===== src/rtl/svm_pkg.sv =====
// Shared definitions for the SVM vector loader: size defaults, state encoding,
// write-target encoding and index-width helper.
// Optional checksum stage is enabled by defining SVM_LOADER_CKSUM_EN.
package svm_pkg;

  localparam int unsigned DEF_DATA_SIZE = 32;
  localparam int unsigned DEF_NUM_FEAT  = 2;
  localparam int unsigned DEF_NUM_SV    = 3;
  localparam int unsigned DEF_NUM_INST  = 2;

  // Write-target encoding on wr_tgt
  localparam logic TGT_SV = 1'b0;
  localparam logic TGT_TV = 1'b1;

  // Index width for a count of n items, never narrower than one bit
  function automatic int unsigned idx_w(input int unsigned n);
    return (n > 1) ? $clog2(n) : 1;
  endfunction

  localparam int unsigned DEF_VEC_W  =
    idx_w((DEF_NUM_SV > DEF_NUM_INST) ? DEF_NUM_SV : DEF_NUM_INST);
  localparam int unsigned DEF_FEAT_W = idx_w(DEF_NUM_FEAT);

  typedef enum logic [2:0] {
    ST_IDLE      = 3'd0,
    ST_LOAD_SV   = 3'd1,
    ST_LOAD_TV   = 3'd2,
`ifdef SVM_LOADER_CKSUM_EN
    ST_CHECK     = 3'd5,
`endif
    ST_START     = 3'd3,
    ST_WAIT_DONE = 3'd4
  } loader_state_e;

endpackage


===== src/rtl/svm_vec_index_ctr.sv =====
// Nested feature/vector index counter. Feature is the minor index; the
// vector index wraps to zero after last_vec so the counter never leaves range.
module svm_vec_index_ctr
  import svm_pkg::*;
#(
  parameter int unsigned NUM_FEAT = DEF_NUM_FEAT,
  parameter int unsigned VEC_W    = DEF_VEC_W,
  parameter int unsigned FEAT_W   = DEF_FEAT_W
) (
  input  logic              clk,
  input  logic              rst_n,
  input  logic              clear,
  input  logic              adv,
  input  logic [VEC_W-1:0]  last_vec,
  output logic [VEC_W-1:0]  vec,
  output logic [FEAT_W-1:0] feat,
  output logic              last_c
);

  logic feat_wrap_c;

  // Block-end decode from the current indices
  assign feat_wrap_c = (feat == FEAT_W'(NUM_FEAT - 1));
  assign last_c      = feat_wrap_c && (vec == last_vec);

  // Index registers: clear has priority over advance
  always_ff @(posedge clk or negedge rst_n) begin
    if (!rst_n) begin
      vec  <= '0;
      feat <= '0;
    end else if (clear) begin
      vec  <= '0;
      feat <= '0;
    end else if (adv) begin
      if (feat_wrap_c) begin
        feat <= '0;
        vec  <= last_c ? '0 : vec + VEC_W'(1);
      end else begin
        feat <= feat + FEAT_W'(1);
      end
    end
  end

endmodule


===== src/rtl/svm_vector_loader.sv =====
// Stream-to-memory writer for the SVM engine: loads support vectors, then
// test vectors, pulses core_start and waits for core_done.
// Define SVM_LOADER_CKSUM_EN to require a trailing XOR checksum word.
module svm_vector_loader
  import svm_pkg::*;
#(
  parameter int unsigned DATA_SIZE = DEF_DATA_SIZE,
  parameter int unsigned NUM_FEAT  = DEF_NUM_FEAT,
  parameter int unsigned NUM_SV    = DEF_NUM_SV,
  parameter int unsigned NUM_INST  = DEF_NUM_INST,
  localparam int unsigned VEC_W    = idx_w((NUM_SV > NUM_INST) ? NUM_SV : NUM_INST),
  localparam int unsigned FEAT_W   = idx_w(NUM_FEAT)
) (
  input  logic                 clk,
  input  logic                 rst_n,
  input  logic                 load_go,
  input  logic                 in_valid,
  output logic                 in_ready,
  input  logic [DATA_SIZE-1:0] in_data,
  input  logic                 in_last,
  output logic                 wr_en,
  output logic                 wr_tgt,
  output logic [VEC_W-1:0]     wr_vec,
  output logic [FEAT_W-1:0]    wr_feat,
  output logic [DATA_SIZE-1:0] wr_data,
  output logic                 core_start,
  input  logic                 core_done,
  output logic                 busy,
  output logic                 err
);

  loader_state_e state_q;
  loader_state_e state_d;

  logic              hs_c;
  logic              wr_en_d;
  logic              err_d;
  logic              ready_d;
  logic              ctr_clear;
  logic              ctr_adv;
  logic              ctr_last;
  logic [VEC_W-1:0]  ctr_vec;
  logic [FEAT_W-1:0] ctr_feat;
  logic [VEC_W-1:0]  ctr_last_vec;

`ifdef SVM_LOADER_CKSUM_EN
  logic [DATA_SIZE-1:0] xor_q;
`endif

  assign hs_c = in_valid && in_ready;

  // Vector bound for the phase currently being loaded
  assign ctr_last_vec = (state_q == ST_LOAD_TV) ? VEC_W'(NUM_INST - 1)
                                                : VEC_W'(NUM_SV - 1);

  svm_vec_index_ctr #(
    .NUM_FEAT (NUM_FEAT),
    .VEC_W    (VEC_W),
    .FEAT_W   (FEAT_W)
  ) u_idx (
    .clk      (clk),
    .rst_n    (rst_n),
    .clear    (ctr_clear),
    .adv      (ctr_adv),
    .last_vec (ctr_last_vec),
    .vec      (ctr_vec),
    .feat     (ctr_feat),
    .last_c   (ctr_last)
  );

  // Next state, framing checks and counter control
  always_comb begin
    state_d   = state_q;
    err_d     = err;
    wr_en_d   = 1'b0;
    ctr_clear = 1'b0;
    ctr_adv   = 1'b0;

    case (state_q)
      ST_IDLE: begin
        if (load_go) begin
          state_d   = ST_LOAD_SV;
          ctr_clear = 1'b1;
          err_d     = 1'b0;
        end
      end

      ST_LOAD_SV: begin
        if (hs_c) begin
          wr_en_d = 1'b1;
          if (in_last) begin
            state_d = ST_IDLE;
            err_d   = 1'b1;
          end else if (ctr_last) begin
            state_d   = ST_LOAD_TV;
            ctr_clear = 1'b1;
          end else begin
            ctr_adv = 1'b1;
          end
        end
      end

      ST_LOAD_TV: begin
        if (hs_c) begin
          wr_en_d = 1'b1;
          if (!ctr_last) begin
            if (in_last) begin
              state_d = ST_IDLE;
              err_d   = 1'b1;
            end else begin
              ctr_adv = 1'b1;
            end
          end else begin
`ifdef SVM_LOADER_CKSUM_EN
            // Checksum word still to come, so in_last here is early
            if (in_last) begin
              state_d = ST_IDLE;
              err_d   = 1'b1;
            end else begin
              state_d = ST_CHECK;
            end
`else
            if (in_last) begin
              state_d = ST_START;
            end else begin
              state_d = ST_IDLE;
              err_d   = 1'b1;
            end
`endif
          end
        end
      end

`ifdef SVM_LOADER_CKSUM_EN
      ST_CHECK: begin
        // Checksum word is compared, never written
        if (hs_c) begin
          if (in_last && (in_data == xor_q)) begin
            state_d = ST_START;
          end else begin
            state_d = ST_IDLE;
            err_d   = 1'b1;
          end
        end
      end
`endif

      ST_START: begin
        state_d = ST_WAIT_DONE;
      end

      ST_WAIT_DONE: begin
        if (core_done) begin
          state_d = ST_IDLE;
        end
      end

      default: begin
        state_d = ST_IDLE;
      end
    endcase

`ifdef SVM_LOADER_CKSUM_EN
    ready_d = (state_d == ST_LOAD_SV) || (state_d == ST_LOAD_TV) ||
              (state_d == ST_CHECK);
`else
    ready_d = (state_d == ST_LOAD_SV) || (state_d == ST_LOAD_TV);
`endif
  end

  // State and registered outputs; write fields update only on a write
  always_ff @(posedge clk or negedge rst_n) begin
    if (!rst_n) begin
      state_q    <= ST_IDLE;
      in_ready   <= 1'b0;
      busy       <= 1'b0;
      core_start <= 1'b0;
      err        <= 1'b0;
      wr_en      <= 1'b0;
      wr_tgt     <= TGT_SV;
      wr_vec     <= '0;
      wr_feat    <= '0;
      wr_data    <= '0;
    end else begin
      state_q    <= state_d;
      in_ready   <= ready_d;
      busy       <= (state_d != ST_IDLE);
      core_start <= (state_d == ST_START);
      err        <= err_d;
      wr_en      <= wr_en_d;
      if (wr_en_d) begin
        wr_tgt  <= (state_q == ST_LOAD_TV) ? TGT_TV : TGT_SV;
        wr_vec  <= ctr_vec;
        wr_feat <= ctr_feat;
        wr_data <= in_data;
      end
    end
  end

`ifdef SVM_LOADER_CKSUM_EN
  // Running XOR of every written data word in the frame
  always_ff @(posedge clk or negedge rst_n) begin
    if (!rst_n) begin
      xor_q <= '0;
    end else if ((state_q == ST_IDLE) && load_go) begin
      xor_q <= '0;
    end else if (wr_en_d) begin
      xor_q <= xor_q ^ in_data;
    end
  end
`endif

endmodule


===== config.mk =====
export PLATFORM = sky130hd
export DESIGN_NAME = svm_vector_loader
export DESIGN_NICKNAME = d
export VERILOG_FILES = /design/src/rtl/svm_pkg.sv /design/src/rtl/svm_vec_index_ctr.sv /design/src/rtl/svm_vector_loader.sv
export SDC_FILE = /design/constraint.sdc
export NUM_CORES = 1
export LEC_CHECK = 0
export ABC_CLOCK_PERIOD_IN_PS = 2100
export BUFFER_PORTS_ARGS = -buffer_cell sky130_fd_sc_hd__buf_2
export CORE_UTILIZATION = 25
export CTS_CLUSTER_SIZE = 14
export DETAILED_ROUTE_END_ITERATION = 16
export HOLD_SLACK_MARGIN = 0.08
export PLACE_DENSITY = 0.58
export SLEW_MARGIN = 5
export SYNTH_ARGS = -nofsm -noshare
export SYNTH_HDL_FRONTEND = slang
export SYNTH_SLANG_ARGS = --single-unit

===== constraint.sdc =====
create_clock -name clk -period 2.1 [get_ports clk]
set_clock_uncertainty 0.2 [all_clocks]
set_input_delay 0.42 -clock clk [delete_from_list [all_inputs] [get_ports clk]]
set_output_delay 0.42 -clock clk [all_outputs]
set_load 0.01 [all_outputs]

== Word-level counts from Yosys, hierarchy flattened ==
Index checks and enable logic that the tools add are counted.

* Logic and storage cells: 77
* Input port bits: 38
* Bits in registers: 47
* Output and inout bits: 41

* Equal/unequal tests: 12
* Reductions and logical operators: 11
* Add/sub/neg operators: 2
* Multiplexer cells: 40

{| class="wikitable"
|+ Operators with widths
! kind !! count
|-
| $mux 3 || 8
|-
| $mux 1 || 22
|-
| $pmux 3 s5 || 1
|-
| $eq 3x2->1 const B || 4
|-
| $mux 2 || 6
|-
| $eq 3x1->1 const B || 2
|-
| $ne 2x2->1 const B || 3
|-
| $reduce_bool 3->1 || 2
|-
| $reduce_and 5->1 || 1
|-
| $pmux 1 s2 || 2
|-
| $reduce_bool 2->1 || 2
|-
| $eq 3x3->1 const B || 1
|-
| $logic_not 3->1 || 1
|-
| $ne 3x3->1 const B || 1
|-
| $pmux 1 s3 || 1
|-
| $add 2x1->2 const B || 1
|-
| $eq 2x2->1 || 1
|-
| $logic_and 1x1->1 || 2
|-
| $reduce_and 2->1 || 1
|-
| $reduce_or 2->1 || 1
|-
| $add 1x1->1 const B || 1
|-
| $logic_or 1x1->1 || 1
|}

== Longest topological paths before layout ==
Gate-level depths: netlist (run 1).

* Word-level depth: 10
* Depth in mapped cells: 7

== Modules after synthesis ==
From an unflattened synthesis (run 1), not the netlist that was laid out.

* Cell total of the unflattened synthesis: 150
* Area total of the unflattened synthesis: 2008.2 µm²

{| class="wikitable"
|+ Modules (own cells, without submodules)
! module !! cells an instance !! times used !! area an instance (µm²)
|-
| svm_vector_loader || 133 || 1 || 1840.5
|-
| svm_vec_index_ctr || 17 || 1 || 167.7
|}

== Least setup slack after synthesis (run 1) ==
OpenSTA, ideal clock, no wires.

* Path kind: flip-flop to flip-flop
* From: register state_q[0]
* To: register in_ready
* Arrival time: 1759 ps
* Required time: 1813 ps
* Path slack: 54 ps
* Buffers on the path: 2
* Stages on the path, launching flop included: 8
* Path through: dfrtp_1 -> buf_6 -> or3b_1 -> buf_6 -> or2_4 -> nor3_4 -> a211oi_2 -> a211oi_2

* Cells in the longest elaborated chain, start to end: 10

{| class="wikitable"
|+ Ends and longest elaborated chain
! item !! line !! RTL
|-
| from (decl) || svm_vector_loader.sv:32 || <nowiki>loader_state_e state_q;</nowiki>
|-
| from (signal assigned) || svm_vector_loader.sv:185 || <nowiki>state_q <= state_d;</nowiki>
|-
| $eq 3x2->1 || svm_vector_loader.sv:53, svm_vector_loader.sv:79 ||
|-
| $mux 2 || svm_vector_loader.sv:53 || <nowiki>assign ctr_last_vec = (state_q == ST_LOAD_TV) ? VEC_W'(NUM_INST - 1)</nowiki>
|-
| $eq 2x2->1 || svm_vec_index_ctr.sv:24 || <nowiki>assign last_c = feat_wrap_c && (vec == last_vec);</nowiki>
|-
| $logic_and 1x1->1 || svm_vec_index_ctr.sv:24 ||
|-
| $mux 3 || svm_vector_loader.sv:94 || <nowiki>end else if (ctr_last) begin</nowiki>
|-
| $mux 3 || svm_vector_loader.sv:91 || <nowiki>if (in_last) begin</nowiki>
|-
| $mux 3 || svm_vector_loader.sv:89 || <nowiki>if (hs_c) begin</nowiki>
|-
| $pmux 3 s5 * || svm_vector_loader.sv:79 || <nowiki>case (state_q)</nowiki>
|-
| $eq 3x1->1 or $eq 3x2->1 (tied branches) || svm_vector_loader.sv:167 || <nowiki>ready_d = (state_d == ST_LOAD_SV) || (state_d == ST_LOAD_TV);</nowiki>
|-
| $logic_or 1x1->1 * || svm_vector_loader.sv:167 ||
|-
| named net ready_d || svm_vector_loader.sv:38 || <nowiki>logic ready_d;</nowiki>
|-
| to (signal assigned) || svm_vector_loader.sv:186 || <nowiki>in_ready <= ready_d;</nowiki>
|-
| to (decl) || svm_vector_loader.sv:18 || <nowiki>output logic in_ready,</nowiki>
|}

The timed path passes the listed nets; every way through them passes the cells marked *.
A chain may end at the register's enable or synchronous reset.

== Worst setup path in the final report (run 1) ==
Ends and elaborated chain as after synthesis.

==> results by group, run 1 <==
Outcome
  – Status: finished clean

Placed design
  – Post-DP HPWL: 2.91 mm
  – Placed inst area: 2530 um2
  – RePlAce Congestion: 0.786
  – IO buf count: 78
  – Placement Setup Slack: 0.0632 ns

Power
  – Leak Pwr: 1.26 nW
  – Largest vdd supply drop: 0.416 mV
  – Clock share of power: 0.144
  – Final Power: about 3.6 mW
  – Net Sw Power: around 1.2 mW
  – Comb pwr share: 0.433
  – Power Density: 1370 nW/um2
  – Int Pwr: 2.38 mW
  – Switching part of the total: 0.340
  – Flop pwr share: 0.423

Flow run
  – Max-cap violations: 0

Detailed routing
  – Total Routed Length: 3.96 mm
  – Vias: 1410
  – DRC: 0
  – Post-DRT Antenna Nets: 0
  – Wire length per cell: 12.1 um
  – Router iterations before antenna repair: 6
  – Via density per instance: 4.30
  – Initial DRC Count: 43

Floorplan
  – Die Ht: 90.8 um
  – Core Footprint: between 7000 and 8000 um2
  – IO Pins: 79
  – Die W: 90.8 um
  – Starting Density: 0.256
  – Die area: roughly 8000 um2
  – # rows: 32

GRT
  – Largest net degree at the start of global routing: 38
  – Total grt overflow: 0
  – First-pass GRT wire length: 6.67 mm
  – Vias in the first global route: between 1000 and 1500
  – Initial antenna violation count: 0
  – Total global-route track usage: 0.101

Setup path
  – Buf/Inv on CP: 0
  – Worst path arrival time: just under 2 ns
  – Cell Chain, Critical Path: or3b_4, or2_4, nor3_4, a211oi_2, a211oi_2
  – Max stage delay on crit path: 0.45 ns
  – Crit-path slowest cell: or3b_4
  – Worst Setup Start Kind: register
  – Setup CP Type: register to register
  – Critical Path End Type: register
  – Max FO, Critical Path: 6
  – Kind of cell adding the most delay to the critical path: simple AND/OR/NAND/NOR gates
  – CP required: 2.11 ns
  – Cell mode on critical path: a211oi_2

STA
  – Setup TNS Final: 0 ns
  – Final setup violation count: 0
  – Final WS setup: 0.145 ns
  – WHS: 0.154 ns
  – Peak Freq: 511 MHz
  – Period utilisation layout: 0.931
  – RSZ-0062 raised after global routing: no
  – Worst-Margin Slew: about 0.51 ns
  – Fin. max-slew vios: 0
  – Slew margin rel.: 0.661
  – Final hold vios: 0
  – Crit path time final: 1.96 ns

Clocking
  – TritonCTS clock tree: yes
  – CTS root buffer: clkbuf_8
  – Clk_lat worst skew: between 0.2 and 0.3 ns
  – H-tree levels: 2
  – Sinks on Clock Net: 47
  – Num CTS Buffers: 5
  – Worst-path clk slew: 0.09 ns
  – Clk buf depth: 2

Synth
  – Syn_nets: 176
  – Post-Syn Area: 1970 um2
  – Post-synth EDFFs: 0
  – Asr flop ratio synth: 1.00
  – Synth Register Bits: 47
  – Part of the Yosys area used for sequential elements: 0.597
  – Top_reg_cell synth: dfrtp_1
  – Synth warnings: 0
  – Synth unique cells: 35
  – Post-synthesis cell count: 138
  – Post-Syn Area per Cell: 14.3 um2

Hold path
  – Class of the worst hold path: input port to register

Final layout
  – Antenna fix cells: 0
  – Area Overhead vs Synth: 33.2%
  – Post-route cell area: 2630 um2
  – Filler cells: 803
  – Final net count: 263
  – Share of layout cells above drive strength 1: 0.597
==> worst paths after layout <==
kind	endpoint	startpoint	depth (start not counted)	slack [ns]
worst max-delay path	in_ready	state_q[0]	5	0.14
worst min-delay path	wr_data[23]	in_data[23]	2	0.15
worst max register to register	in_ready	state_q[0]	5	0.14
worst min register to register	wr_data[31]	wr_data[31]	1	0.31
max in group asynchronous	wr_data[13]	rst_n	3	0.75
min in group asynchronous	wr_data[26]	rst_n	2	0.43
==> area by class of cell <==
class | count | area (um2) | share of cell area
Timing Repair Buffer | 87 | 485 | 0.185
Sequential cell | 47 | 1180 | 0.448
Tap cell | 102 | 128 | 0.0486
Inverter | 5 | 18.8 | 0.00715
Clock buffer | 7 | 76.3 | 0.0291
Multi-Input combinational cell | 79 | 736 | 0.280
Clock inverter | 1 | 5.00 | 0.00191
==> state kept, by name, indices dropped and copies added (netlist names) <==
signal / count
wr_data: 32
state_q: 3
u_idx.vec: 2
wr_vec: 2
busy: 1
core_start: 1
err: 1
in_ready: 1
u_idx.feat: 1
wr_en: 1
wr_feat: 1
wr_tgt: 1
==> layer usage <==
metal	vias to the layer above	global-route usage	routed length [um]
li1	675	-	-
met1	701	0.121	1750
met2	32	0.174	1990
met3	2	0.0303	195
met4	0	0.0317	14
met5	-	0	0
==> synth_stat cells, types with 2 or more instances <==
cell       n  area share
a211oi_2   2       0.013
buf_2      3      0.0076
buf_6      2       0.011
dfrtp_1   47        0.60
inv_1      5      0.0095
mux2_2    35        0.20
mux2i_1    2       0.010
nand2_1    4      0.0076
nand3_1    2      0.0051
nand3b_1   3       0.011
nor2_1     3      0.0057
nor2b_1    3      0.0095
nor3b_1    2      0.0076
nor4_1     2      0.0063
o21ai_0    2      0.0051
xnor2_1    2      0.0089
==> logic make-up (layout without fill, tap and decap cells) <==
kind of cell | count (synthesis) | in the layout | synth area share
xor+xnor | 2 | 2 | 0.00889
flops | 47 | 47 | 0.597
buf+inv | 12 | 100 | 0.0343
compound gates | 14 | 14 | 0.0565
mux | 38 | 38 | 0.222
simple gates | 25 | 25 | 0.0819
==> what timing repair did <==
action | in CTS | in global routing
setup endpoints to repair | 0 | 3
resized for setup | 0 | 1
hold endpoints to repair | 20 | 0
hold buffers | 1 | 0
buffers inserted | 0 | 0
==> power by group through the flow <==
stage / Combinational [mW] / Sequential (mW) / Clock (mW)
6_report: 1.56 / 1.52 / 0.521
4_1_cts: 1.59 / 1.53 / 0.559
5_1_grt: 1.71 / 1.59 / 0.583
3_5_place_dp: 1.59 / 1.55 / 0
3_3_place_gp: 1.57 / 1.53 / 0
2_1_floorplan: 0.786 / 1.72 / 0
==> through the flow <==
step	utilization	cells
4_1_cts	0.341	328
6_report	0.341	328
3_3_place_gp	0.329	319
2_1_floorplan	-	138
3_5_place_dp	0.329	319
5_1_grt	0.341	328
==> cells in the final DEF (no fill, tap or decap), drive strengths merged <==
| master | netlist | final |
|---|---|---|
| nand3b | 3 | 3 |
| nand3 | 2 | 2 |
| or2 | 1 | 1 |
| a211oi | 2 | 2 |
| mux2i | 3 | 3 |
| clkbuf | 0 | 7 |
| xnor2 | 2 | 2 |
| inv | 5 | 5 |
| a31o | 1 | 1 |
| or3b | 1 | 1 |
| mux2 | 35 | 35 |
| nor4 | 2 | 2 |
| clkinv | 0 | 1 |
| buf | 7 | 86 |
| o211a | 1 | 1 |
| a21oi | 1 | 1 |
| a211o | 1 | 1 |
| nand2 | 4 | 4 |
| a32oi | 1 | 1 |
| and3 | 1 | 1 |
| nor3b | 2 | 2 |
| o22ai | 1 | 1 |
| a41oi | 1 | 1 |
| nor3 | 2 | 2 |
| nor2 | 3 | 3 |
| o21ai | 3 | 3 |
| a31oi | 1 | 1 |
| and2 | 1 | 1 |
| dlygate4sd3 | 0 | 1 |
| o2111ai | 1 | 1 |
| dfrtp | 47 | 47 |
| nor2b | 3 | 3 |
Note: power is estimated with default switching activity, not from simulation.
==> run 2, diff against run 1 <==
--- a/config.mk
+++ b/config.mk
@@ -5,13 +5,14 @@
 export SDC_FILE = /design/constraint.sdc
 export NUM_CORES = 1
 export LEC_CHECK = 0
-export ABC_CLOCK_PERIOD_IN_PS = 2100
+export ABC_AREA = 0
+export ABC_CLOCK_PERIOD_IN_PS = 2200
 export BUFFER_PORTS_ARGS = -buffer_cell sky130_fd_sc_hd__buf_2
 export CORE_UTILIZATION = 25
 export CTS_CLUSTER_SIZE = 14
 export DETAILED_ROUTE_END_ITERATION = 16
 export HOLD_SLACK_MARGIN = 0.08
-export PLACE_DENSITY = 0.58
+export PLACE_DENSITY = 0.57
 export SLEW_MARGIN = 5
 export SYNTH_ARGS = -nofsm -noshare
 export SYNTH_HDL_FRONTEND = slang
==> constraint.sdc (replaced) <==
create_clock -name clk -period 2.2 [get_ports clk]
set_clock_uncertainty 0.2 [all_clocks]
set_input_delay 0.44 -clock clk [delete_from_list [all_inputs] [get_ports clk]]
set_output_delay 0.44 -clock clk [all_outputs]
set_load 0.01 [all_outputs]
==> run 2 against run 1 <==
Effect of this change: final cell count stayed put; utilization is 0.34 points higher; global-route usage is 0.27 points higher; clock power is 19% higher; power is 1.1% lower; register-to-register slack better by 0.03 ns; die area stayed put; routed wire length is 2.2% higher; sequential share of layout area is 0.44 points lower; critical path type unchanged.
==> results by group, run 2 (same netlist as run 1, synthesis figures left out) <==
Setup path
  – Setup CP Type: register to register
  – Worst path arrival time: 2.04 ns
  – Reg2reg path depth: 5
  – Worst Setup SP: state_q[0]
  – CP required: 2.21 ns
  – Setup crit end: in_ready
  – Worst Setup Start Kind: register
  – Reg-to-reg critical path startpoint: state_q[0]
  – Worst R2R Setup Slack: 0.17 ns
  – Reg-to-reg endpoint: in_ready
  – Critical Path End Type: register
  – Max FO, Critical Path: 6

Final layout
  – Antenna fix cells: 0
  – Final net count: 264
  – Top reg by flops: wr_data
  – Most frequent cells in the layout: buf_2, dfrtp_1, mux2_2
  – Filler cells: 813
  – Largest regs: wr_data x32, state_q x3
  – Max reg flops: 32
  – Most common cell after layout, fill and taps aside: buf_2
  – Fin util: 0.345
  – Share of layout cells above drive strength 1: 0.597
  – Area Overhead vs Synth: 34.5%

Clocking
  – TritonCTS clock tree: yes
  – Clk_lat worst skew: roughly 0.29 ns
  – Num CTS Buffers: 5
  – Sinks on Clock Net: between 40 and 50
  – H-tree levels: 2
  – Clk buf depth: 2
  – Resize count post-CTS: 0
  – CTS root buffer: clkbuf_8
  – Worst-path clk slew: roughly 0.080 ns

STA
  – Period utilisation layout: 0.922
  – Slew margin rel.: 0.664
  – Worst-Margin Slew: ~0.5 ns
  – Setup TNS Final: 0 ns
  – RSZ-0062 raised after global routing: no
  – Fin. max-slew vios: 0
  – Crit path time final: 2.03 ns
  – Final hold vios: 0
  – Peak Freq: roughly 490 MHz
  – Final setup violation count: 0

Floorplan
  – IO Pins: 79
  – Starting Density: 0.256
  – Die Ht: 90.8 um
  – # rows: 32
  – Core Footprint: approximately 7700 um2
  – Die area: 8240 um2
  – Die W: 90.8 um

GRT
  – Vias in the first global route: 1464
  – Largest net degree at the start of global routing: 28
  – Layer with the highest usage: met2
  – Met1 GRT Util: 0.118
  – Initial antenna violation count: 0
  – Total grt overflow: 0
  – Total global-route track usage: 0.104
  – First-pass GRT wire length: 6.80 mm
  – Met2 usage: 0.184
  – Met3 usage: 0.0379

Outcome
  – Status: finished clean

Detailed routing
  – Post-DRT Antenna Nets: 0
  – Total Routed Length: 4.04 mm
  – Wire length per cell: about 12 um
  – Via density per instance: between 4 and 5
  – Vias: about 1400
  – DRC: 0
  – Initial DRC Count: between 40 and 50
  – Router iterations before antenna repair: 5

Flow run
  – Max-cap violations: 0

Power
  – Leak Pwr: 1.28 nW
  – Int Pwr: 2.39 mW
  – Clock share of power: 0.173
  – Switching part of the total: 0.330
  – Flop pwr share: 0.407
  – Largest vdd supply drop: 0.489 mV
  – Comb pwr share: 0.420
  – Net Sw Power: 1.18 mW
  – Power Density: 1350 nW/um2

Placed design
  – Post-DP HPWL: 2.92 mm
  – IO buf count: between 70 and 80
  – RePlAce Congestion: 0.770

Hold path
  – Class of the worst hold path: input port to register
-- run 2: cell types whose count changed in the layout (fill, tap and decap cells not counted), sizes merged --
cell	previous run	this run
clkinv	1	0
clkbuf	7	6
bufinv	0	1
buf	86	87
-- run 2: critical path, stage by stage, from the launching register on --
cell and delay (ns):
dfrtp_1 0.38, or3b_1 0.50, or2_4 0.32, nor3_4 0.23, a211oi_2 0.08, a211oi_2 0.23
-- run 2: worst min path at each step --
stage	from	depth (start not counted)	endpoint	slack, ns
floorplan	rst_n	0	busy	-0.06
global placement	rst_n	1	wr_data[29]	0.24
detailed placement	rst_n	1	wr_data[29]	0.25
CTS	in_data[19]	2	wr_data[19]	0.16
global route	in_data[27]	2	wr_data[27]	0.15
finish	in_data[19]	2	wr_data[19]	0.17
-- run 2: repair_timing --
item,in CTS,in global routing
hold buffers,1,0
hold endpoints to repair,20,0
buffers inserted,0,0
-- run 2: layout make-up --
type,count,area (um2),share of cell area
Sequential cell,47,1180,0.444
Multi-Input combinational cell,79,733,0.277
Timing Repair Buffer,88,493,0.186
Tap cell,102,128,0.0481
Clock buffer,6,72.6,0.0274
Clock inverter,1,30.0,0.0113
Inverter,5,18.8,0.00708
-- run 2: power by group through the flow --
| stage | logic (mW) | clock network (mW) | registers (mW) |
|---|---|---|---|
| 2_1_floorplan | 0.751 | 0 | 1.64 |
| 3_3_place_gp | 1.50 | 0 | 1.46 |
| 3_5_place_dp | 1.52 | 0 | 1.47 |
| 4_1_cts | 1.52 | 0.646 | 1.46 |
| 5_1_grt | 1.63 | 0.674 | 1.52 |
| 6_report | 1.50 | 0.618 | 1.45 |
-- run 2: per-layer routing --
layer / wire length, um / part of all wire / vias up
li1: - / - / 667
met1: 1700 / 0.42 / 727
met2: 2070 / 0.51 / 36
met3: 236 / 0.058 / 6
met4: 42 / 0.010 / 0
met5: 0 / 0 / -
-- run 2: stage by stage --
stage	instances	setup WS, ns	hold WS (ns)	instance area [um2]	total power [mW]
after floorplan	138	0.154	-0.0556	1970	2.39
after global placement	320	0.217	0.244	2540	2.96
after detailed placement	320	0.182	0.246	2540	2.99
after CTS	328	0.162	0.155	2650	3.63
after global routing	328	0.0684	0.146	2650	3.82
final	328	0.171	0.169	2650	3.57
==> run 3, diff against run 2 <==
--- a/config.mk
+++ b/config.mk
@@ -8,6 +8,7 @@
 export ABC_AREA = 0
 export ABC_CLOCK_PERIOD_IN_PS = 2200
 export BUFFER_PORTS_ARGS = -buffer_cell sky130_fd_sc_hd__buf_2
+export CORE_ASPECT_RATIO = 1.5
 export CORE_UTILIZATION = 25
 export CTS_CLUSTER_SIZE = 14
 export DETAILED_ROUTE_END_ITERATION = 16
==> run 3 against run 2 <==
Effect of this change: die area is essentially flat; register-to-register slack improved by 0.05 ns; global-route usage rose by 0.55 points; critical path type unchanged; critical endpoint unchanged; largest power group is now registers.
==> results by group, run 3 (same netlist as run 1, synthesis figures left out) <==
GRT
  – Total global-route track usage: 0.110
  – Vias in the first global route: between 1000 and 1500
  – Initial antenna violation count: 0
  – Total grt overflow: 0
  – First-pass GRT wire length: 6.67 mm
  – Largest net degree at the start of global routing: 38

STA
  – Period utilisation layout: 0.901
  – Slew margin rel.: 0.655
  – Crit path time final: roughly 2.0 ns
  – Setup TNS Final: 0 ns
  – Final setup violation count: 0
  – Final hold vios: 0
  – WHS: around 0.18 ns
  – Worst-Margin Slew: a little over 0.5 ns
  – Fin. max-slew vios: 0
  – Peak Freq: ~500 MHz
  – RSZ-0062 raised after global routing: no

Detailed routing
  – Via density per instance: 4.34
  – Post-DRT Antenna Nets: 0
  – DRC: 0
  – Wire length per cell: 12.3 um
  – Router iterations before antenna repair: 3
  – Initial DRC Count: 14
  – Vias: 1419
  – Total Routed Length: 4.04 mm

Clocking
  – TritonCTS clock tree: yes
  – Clk_lat worst skew: 0.28 ns
  – Clk buf depth: 2
  – CTS root buffer: clkbuf_16
  – H-tree levels: 2
  – Worst-path clk slew: 0.06 ns
  – Sinks on Clock Net: 47
  – Resize count post-CTS: 0
  – Num CTS Buffers: 5

Final layout
  – Antenna fix cells: 0
  – Area Overhead vs Synth: 36.5%
  – Largest regs: wr_data x32, state_q x3
  – Final net count: 262
  – Share of layout cells above drive strength 1: 0.596
  – Most common cell after layout, fill and taps aside: buf_2
  – Top reg by flops: wr_data
  – Max reg flops: 32
  – Most frequent cells in the layout: buf_2, dfrtp_1, mux2_2

Hold path
  – Class of the worst hold path: input port to register

Power
  – Leak Pwr: 1.29 nW
  – Power Density: 1380 nW/um2
  – Largest vdd supply drop: roughly 0.54 mV

Flow run
  – Max-cap violations: 0

Setup path
  – Worst path arrival time: 1.98 ns
  – Cell mode on critical path: a211oi_2
  – Max stage delay on crit path: approximately 0.48 ns
  – Max FO, Critical Path: 4
  – Worst Setup Start Kind: register
  – Cell Chain, Critical Path: or3b_1, or2_4, nor3_4, a211oi_2, a211oi_2
  – Setup CP Type: register to register
  – Critical Path End Type: register
  – CP required: approximately 2.2 ns
  – Crit-path slowest cell: or3b_1

Placed design
  – RePlAce Congestion: between 0.7 and 0.8
  – Post-DP HPWL: 3.01 mm
  – IO buf count: 78

Floorplan
  – # rows: 39
  – Starting Density: 0.259
  – Die Ht: 111 um
  – Die W: 74.5 um
  – Core Footprint: approximately 7600 um2
  – Die area: 8250 um2
  – IO Pins: between 70 and 80

Outcome
  – Status: finished clean
-- run 3: worst max-delay path, delay by kind of cell (launching register included) --
kind / cells / cell delay, ns
AO/OA/AOI/OAI: 2 / 0.32
AND/OR/NAND/NOR: 3 / 1.03
flip-flops: 1 / 0.37
-- run 3: worst paths after layout --
check                                  from     endpoint  slack (ns)  cells after the start
worst max-delay path             state_q[0]     in_ready        0.22                      5
worst min-delay path            in_data[13]  wr_data[13]        0.18                      2
worst max register to register   state_q[0]     in_ready        0.22                      5
worst min register to register  wr_data[12]  wr_data[12]        0.30                      1
max in group asynchronous             rst_n  wr_data[24]        0.82                      3
min in group asynchronous             rst_n  wr_data[13]        0.46                      2
-- run 3: layout make-up --
cell class              instances  area (um2)
inverters                       5        18.8
flip-flops and latches         47        1180
fillers                       791        4920
well taps                     102         128
clock buffers                   8         156
repair buffers                 86         478
multi-input cells              79         733
-- run 3: through the flow --
step	power [mW]	utilization	std cells	setup WS [ns]	cell area, um2
CTS	3.80	0.353	327	0.193	2690
global placement	2.95	0.332	318	0.253	2520
floorplan	2.39	-	138	0.154	1970
global route	3.98	0.353	327	0.110	2690
finish	3.72	0.353	327	0.218	2690
detailed placement	2.98	0.332	318	0.211	2520
-- run 3: metal layers --
metal / GRT usage / up-vias / wire (um)
met2: 0.189 / 43 / 2180
li1: - / 661 / -
met1: 0.116 / 708 / 1540
met5: 0 / - / 0
met4: 0.0528 / 0 / 85
met3: 0.0355 / 7 / 232
-- run 3: what timing repair did --
item                                   4_1_cts  5_1_grt
hold buffers                                 1        0
buffers inserted                             0        0
endpoints found under the hold margin       21        0
-- run 3: power breakdown --
part	internal [mW]	switching, mW	leakage, nW	total (mW)
logic	0.778	0.692	0.640	1.47
registers	1.27	0.201	0.575	1.47
clock network	0.484	0.298	0.0772	0.781
total	2.53	1.19	1.29	3.72
